`src/rtl/dmem_arbiter.sv`:
```
// ============================================================================
// dmem_arbiter : two-port arbiter in front of a single-port data SRAM
// Rev 1.0      : initial release
// ============================================================================
`default_nettype none

module dmem_arbiter #(
  parameter int AW         = 12,
  parameter int DW         = 32,
  parameter int FIXED_PRIO = 0
) (
  input  logic            clock,
  input  logic            reset,
  input  logic            h0_req_i,
  output logic            h0_gnt_o,
  input  logic            h0_we_i,
  input  logic [AW-1:0]   h0_addr_i,
  input  logic [DW-1:0]   h0_wdata_i,
  input  logic [DW-1:0]   h0_wmask_i,
  output logic            h0_rvalid_o,
  output logic [DW-1:0]   h0_rdata_o,
  input  logic            h1_req_i,
  output logic            h1_gnt_o,
  input  logic            h1_we_i,
  input  logic [AW-1:0]   h1_addr_i,
  input  logic [DW-1:0]   h1_wdata_i,
  input  logic [DW-1:0]   h1_wmask_i,
  output logic            h1_rvalid_o,
  output logic [DW-1:0]   h1_rdata_o,
  output logic            mem_en_o,
  output logic [DW/8-1:0] mem_we_o,
  output logic [AW-1:0]   mem_addr_o,
  output logic [DW-1:0]   mem_wdata_o,
  input  logic [DW-1:0]   mem_rdata_i
);

  localparam int NB = DW / 8;

  logic          r_ptr;
  logic          r_rsp_valid;
  logic          r_rsp_port;

  logic          w_pick1;
  logic          w_gnt0;
  logic          w_gnt1;
  logic          w_any;
  logic          w_we;
  logic [DW-1:0] w_mask;

  // Port 1 wins when it is alone, or when contended and the pointer favours it.
  assign w_pick1 = h1_req_i && (!h0_req_i || ((FIXED_PRIO == 0) && r_ptr));
  assign w_gnt1  = reset && w_pick1;
  assign w_gnt0  = reset && h0_req_i && !w_pick1;
  assign w_any   = w_gnt0 || w_gnt1;

  assign h0_gnt_o = w_gnt0;
  assign h1_gnt_o = w_gnt1;

  assign w_we        = w_gnt1 ? h1_we_i    : h0_we_i;
  assign w_mask      = w_gnt1 ? h1_wmask_i : h0_wmask_i;
  assign mem_en_o    = w_any;
  assign mem_addr_o  = w_gnt1 ? h1_addr_i  : h0_addr_i;
  assign mem_wdata_o = w_gnt1 ? h1_wdata_i : h0_wdata_i;

  for (genvar i = 0; i < NB; i++) begin : g_lane
    assign mem_we_o[i] = w_any && w_we && (|w_mask[8*i +: 8]);
  end

  always_ff @(posedge clock) begin
    if (!reset) begin
      r_ptr       <= 1'b0;
      r_rsp_valid <= 1'b0;
      r_rsp_port  <= 1'b0;
    end else begin
      if (w_any) begin
        r_ptr <= w_gnt0;
      end
      r_rsp_valid <= w_any && !w_we;
      if (w_any && !w_we) begin
        r_rsp_port <= w_gnt1;
      end
    end
  end

  // Gated by reset so a response pending at reset assertion never escapes.
  assign h0_rvalid_o = reset && r_rsp_valid && !r_rsp_port;
  assign h1_rvalid_o = reset && r_rsp_valid &&  r_rsp_port;
  assign h0_rdata_o  = h0_rvalid_o ? mem_rdata_i : '0;
  assign h1_rdata_o  = h1_rvalid_o ? mem_rdata_i : '0;

endmodule

`default_nettype wire
```
`config.mk`:
```
export PLATFORM = sky130hd
export DESIGN_NAME = dmem_arbiter
export DESIGN_NICKNAME = d
export VERILOG_FILES = /design/src/rtl/dmem_arbiter.sv
export SDC_FILE = /design/constraint.sdc
export NUM_CORES = 1
export LEC_CHECK = 0
export ABC_AREA = 1
export CORE_AREA = 2 2 120 122
export CTS_CLUSTER_SIZE = 25
export DETAILED_ROUTE_END_ITERATION = 8
export DIE_AREA = 0 0 122 124
export GPL_TIMING_DRIVEN = 0
export PLACE_DENSITY = 0.6
export SLEW_MARGIN = 0
export SYNTH_ARGS = -nofsm -noshare
export SYNTH_HDL_FRONTEND = slang
export SYNTH_SLANG_ARGS = --single-unit
export TNS_END_PERCENT = 100
```
`constraint.sdc`:
```
create_clock -name clock -period 1.3 [get_ports clock]
set_input_delay 0.26 -clock clock [delete_from_list [all_inputs] [get_ports clock]]
set_output_delay 0.26 -clock clock [all_outputs]
set_load 0.1 [all_outputs]
```
### Word level (Yosys, flattened, before mapping)

Index checks and enable logic that the tools add are counted.

| operators by class | value |
|---|---|
| $lt $le $gt $ge | 0 |
| reductions and logical operators | 23 |
| shift-type cells | 0 |
| bitwise gates (word level) | 0 |
| multiplexer cells | 6 |
| div/mod/pow operators | 0 |
| multiply operators | 0 |
| $add $sub $neg | 0 |
| equality and inequality tests | 0 |

Operator list:

| kind | count |
|---|---|
| two-way mux 32 bit | 4 |
| OR reduction 8 bit | 4 |
| logical AND 1 bit | 13 |
| two-way mux 12 bit | 1 |
| logical NOT 1 bit | 4 |
| logical OR 1 bit | 2 |
| two-way mux 1 bit | 1 |

| word-level totals | value |
|---|---|
| output and inout port bits | 117 |
| input bits | 190 |
| memories | 0 |
| RAM bits | 0 |
| latch bits | 0 |
| register bits after elaboration | 3 |
| word-level logic and storage cells | 32 |
| ROM bits | 0 |

### Depth between registers and ports, before layout

Gate-level depths: netlist of the first run.

| depth | value |
|---|---|
| word-level depth | 8 |
| gate-level depth with buffers | 8 |
| gate-level depth less buffers | 8 |

### Worst setup path before layout of the first run

OpenSTA, ideal clock, no wires.

| timing path | value |
|---|---|
| path kind | register to output |
| start | register r_ptr |
| end | output port mem_we_o[0] |
| cell stages (with the launch flop) | 7 |
| required time | 1040 ps |
| data arrival time | 3089 ps |
| setup slack | -2049 ps |
| cell sequence | dfxtp_1 > inv_1 > nand2_1 > nand2_1 > a21oi_2 > nand3_1 > nor2_1 |

| on the way | value |
|---|---|
| word-level cells in the longest chain between the ends | 7 |

Ends and longest elaborated chain:

| what | line | source |
|---|---|---|
| start, declared | 39 | `logic r_ptr;` |
| start signal, assigned | 76 | `r_ptr <= w_gnt0;` |
| logical OR 1 bit (*) | 51 | `assign w_pick1 = h1_req_i && (!h0_req_i \|\| ((FIXED_PRIO == 0) && r_ptr));` |
| logical AND 1 bit (*) | 51 |  |
| logical NOT 1 bit | 53 | `assign w_gnt0 = reset && h0_req_i && !w_pick1;` |
| logical AND 1 bit | 53 |  |
| logical OR 1 bit (*) | 54 | `assign w_any = w_gnt0 \|\| w_gnt1;` |
| via mem_en_o | 30 | `output logic mem_en_o,` |
| logical AND 1 bit (*) (2 in series) | 66 | `assign mem_we_o[i] = w_any && w_we && (\|w_mask[8*i +: 8]);` |
| end, declared | 31 | `output logic [DW/8-1:0] mem_we_o,` |

The timed path passes the listed nets; every way through them passes the cells marked *.

### Worst setup path after layout of the first run

| timing path | value |
|---|---|
| start | register r_ptr |
| end | output port mem_wdata_o[22] |

| on the way | value |
|---|---|
| word-level cells in the longest chain between the ends | 4 |

Ends and longest elaborated chain:

| what | line | source |
|---|---|---|
| logical OR 1 bit | 51 |  |
| logical AND 1 bit | 51 |  |
| logical AND 1 bit | 52 | `assign w_gnt1 = reset && w_pick1;` |
| two-way mux 32 bit | 63 | `assign mem_wdata_o = w_gnt1 ? h1_wdata_i : h0_wdata_i;` |
| end, declared | 33 | `output logic [DW-1:0] mem_wdata_o,` |

No other way between the ends.

==> metrics.log, run 1 <==
[metrics] Via density: between 3 and 4
[metrics] final RePlAce weighted congestion: between 0.7 and 0.8
[metrics] htree depth: 1
[metrics] total power of the final layout: roughly 4.2 mW
[metrics] number of setup violations in the final report: 117
[metrics] synthesized flop and latch total: 3
[metrics] horizontal extent of the die: 122 µm
[metrics] proportion of netlist area held by the largest area contributor: between 40% and 50%
[metrics] transition at the pin with the smallest max-transition slack: about 260 ps
[metrics] placement-stage cell area: approximately 0.0065 mm²
[metrics] most used standard cells in the synthesized netlist: 157 x nand2_1, 121 x nor2_1, 39 x inv_1, 11 x buf_2
[metrics] Leakage Power: 3.32 nW
[metrics] antenna violations before repair: 1
[metrics] DRT Wirelength: around 14000 µm
[metrics] overflow left after global routing: 0
[metrics] top flip-flop cell by instance count after synthesis: dfxtp_1
[metrics] 1st-iter DRT viols: 84
[metrics] iteration count of the initial detailed-routing pass: 2
[metrics] Filler cells: ~1100
[metrics] number of global-route vias before repair: roughly 3800
[metrics] fin. max-slew vios: 0
[metrics] starting density of the core: between 10% and 20%
[metrics] number of nets in the final layout: 875
[metrics] routed length on met2: between 8000 and 9000 µm
[metrics] clk sink count: 3
[metrics] die area: around 0.015 mm²
[metrics] violations in the final reports: setup timing
[metrics] CTS Buffer Depth: 2
[metrics] total area of multi-input combinational cells: roughly 0.0030 mm²
[metrics] IO buf count: 306
[metrics] netlist area before placement: 0.00143 mm²
[metrics] Met1 Wirelength: a little over 4000 µm
[metrics] Final Cycle Share: 139%
[metrics] kind of path behind the tightest hold check: input pin to register
[metrics] Final WS setup: -511 ps
[metrics] Fmax: about 0.55 GHz
[metrics] Worst Hold Margin: 403 ps
[metrics] num rows: 43
[metrics] clock-pin slew of the registers on the worst-case setup and hold paths: ~30 ps
[metrics] Tot GR Track Use: approximately 17%
[metrics] cell breakdown of the critical path: inv_2, nand2_4, nand3_4, inv_8, buf_12, nand2_4, nand2_8, buf_6
[metrics] max incr delay on CP: 320 ps
[metrics] number of antenna-violating nets in the routed design: 0
[metrics] number of maximum-capacitance constraint violations: 0
[metrics] run status: finished, violations left
[metrics] post-synthesis share of cell area spent on and, or, nand and nor gates: about three quarters
[metrics] TritonCTS clock tree: yes
[metrics] boundary pin count: 307
[metrics] top cells by area, synth: nand2_1 41%, nor2_1 32%, inv_1 10%
[metrics] synthesized-area fraction occupied by ao, oa, aoi and oai cells: 0.965%
[metrics] highest layer used for signal routing: met4
[metrics] remaining design rule violation count: 0
[metrics] count of unique library cells instantiated by Yosys: 15
[metrics] worst clock skew on the final layout: approximately 3.3 ps
[metrics] proportion of power drawn by the clock network: a little under an eighth
[metrics] number of synthesized flops with an enable pin: 0
[metrics] Clock Latency Late Sink: roughly 220 ps
[metrics] fraction of power spent switching nets: 51.7%
[metrics] clock period minus final worst setup slack: 1810 ps
[metrics] cell repeated most along the worst path: nand2_4
[metrics] peak fanout along the critical path: 10
[metrics] worst supply voltage drop on vdd: 0.397 mV
[metrics] Post-DP HPWL: between 10000 and 15000 µm
[metrics] Critical Path AT: 1550 ps
[metrics] first-pass GRT wire length: 19900 µm
[metrics] fraction of registers with async set/reset: 0%
[metrics] Hold Buf Count CTS: 0
[metrics] multiplexer fraction of the synthesized cell area: 0%
[metrics] RSZ-0062 raised after global routing: yes
[metrics] dominant combinational cell family by area after synthesis: simple AND/OR/NAND/NOR gates
[metrics] Mapped Avg Cell Area: a little over 4 µm²
[metrics] count of vias placed by the detailed router: roughly 3400
[metrics] placeable core area: between 0.01 and 0.015 mm²
[metrics] switching power total: about 2.2 mW
[metrics] top-count cell post-synth: nand2_1
[metrics] met3 routed wirelength: 1210 µm
[metrics] CTS Buf Count: 3
[metrics] layout overhead on the synthesized area: 495%
[metrics] critical path's slowest cell: dfxtp_2
[metrics] part of the total power dissipated in combinational logic: 85.8%
[metrics] total negative slack: -47770 ps
[metrics] critical path type: register to output port
[metrics] Critical Path RT: approximately 1000 ps
[metrics] ratio of total power to cell area: 494 mW/mm²
[metrics] die span in y: about 120 µm
[metrics] Slew Limit Headroom: roughly 83%
[metrics] pre-CTS WS: -1900 ps
[metrics] XOR/XNOR Fraction of Synth Area: 0%
[metrics] sequential fraction of the synthesis area: 4.21%
[metrics] Routed WL per cell: between 15 and 20 µm
[metrics] synthesized net count: ~540
[metrics] internal power consumption: 2.02 mW
[metrics] sort of element at the start of the critical path: register
[metrics] count of mapped cells out of synthesis: ~350
[metrics] area taken by flip-flops and latches: between 60 and 70 µm²
[metrics] number of synthesis warnings: 0
[metrics] power share of the sequential group: under 10%
[metrics] final hold violation count: 0
[metrics] final non-filler cell area: ~0.0085 mm²
[metrics] largest net degree at the start of global routing: 11
[metrics] CP endpoint kind: output port
[metrics] Clock Root Buffer: clkbuf_16
[metrics] largest area contributor in the netlist: nand2_1
[metrics] adder and majority cell fraction of the synthesized area: 0%
[metrics] layout cell share with drive strength beyond 1: between 50% and 60%
==> per-layer routing <==
layer,up-vias,track usage (%)
li1,1678,-
met1,1524,16.3
met2,177,36.7
met3,6,3.43
met4,0,3.23
met5,-,0
==> state kept, by name, indices dropped and copies added (netlist names) <==
signal and count:
r_rsp_port 1, r_ptr 1, r_rsp_valid 1
==> power groups by stage <==
stage                     logic [mW]  registers [mW]  clock network, mW
after floorplan                 1.95           0.103                  0
after global placement          2.93           0.104                  0
final                           3.60           0.104              0.493
after global routing            3.73           0.105              0.511
after CTS                       3.55           0.104              0.491
after detailed placement        2.94           0.104                  0
==> worst paths after layout <==
path / end / startpoint / slack [ps] / depth (start not counted)
setup / recovery: mem_wdata_o[22] / r_ptr / -510 / 8
hold / removal: r_ptr / reset / 400 / 3
setup reg to reg: r_rsp_port / r_ptr / 80 / 9
hold reg to reg: r_ptr / r_ptr / 570 / 3
==> cell type report <==
cell class | instances | area share [%]
Timing Repair Buffer | 337 | 55.3
Multi-Input combinational cell | 285 | 35.6
Tap cell | 180 | 2.65
Buffer | 12 | 2.62
Inverter | 43 | 2.14
Clock buffer | 4 | 0.929
Sequential cell | 3 | 0.767
Antenna cell | 1 | 0.0295
==> placed cells by master (no fill, tap or decap), types with 11 or more instances in the layout <==
master           netlist  routed
nand2_1              157      39
nand2_8                0      72
nor2_4                 0      71
buf_4                  0      11
inv_1                 39      37
nor2_2                 1      13
nand2_2                0      38
clkdlybuf4s50_1        0     186
buf_12                 0     124
nor2_1               121      38
==> critical path: cells and delay by family, from the launching register on <==
| kind | cells | cell delay [ps] |
|---|---|---|
| buffers and inverters | 4 | 600 |
| and+or+nand+nor | 4 | 370 |
| DFF | 1 | 320 |
==> what timing repair did <==
action | 4_1_cts | 5_1_grt
setup buffers | 18 | 5
resized for setup | 1124 | 37
cloned | 10 | 0
endpoints found under the setup margin | 119 | 117
pin swaps | 24 | 23
==> cells by family (layout without fill, tap and decap cells) <==
logic type,count (synthesis),count (layout)
buffers and inverters,59,396
AO/OA/AOI/OAI,2,2
AND/OR/NAND/NOR,283,283
flip-flops,3,3
other,0,1
==> through the flow <==
step / utilization, % / instances
2_1_floorplan: - / 347
3_3_place_gp: 47.1 / 833
3_5_place_dp: 47.1 / 833
4_1_cts: 60.8 / 863
5_1_grt: 61.9 / 865
6_report: 61.9 / 865
Note: power is estimated with default switching activity, not from simulation.
==> run 2: changes to the inputs <==
- SLEW_MARGIN: 0 -> unset
==> results of run 2 <==
Final layout, timing and power as in run 1 (identical DEF).
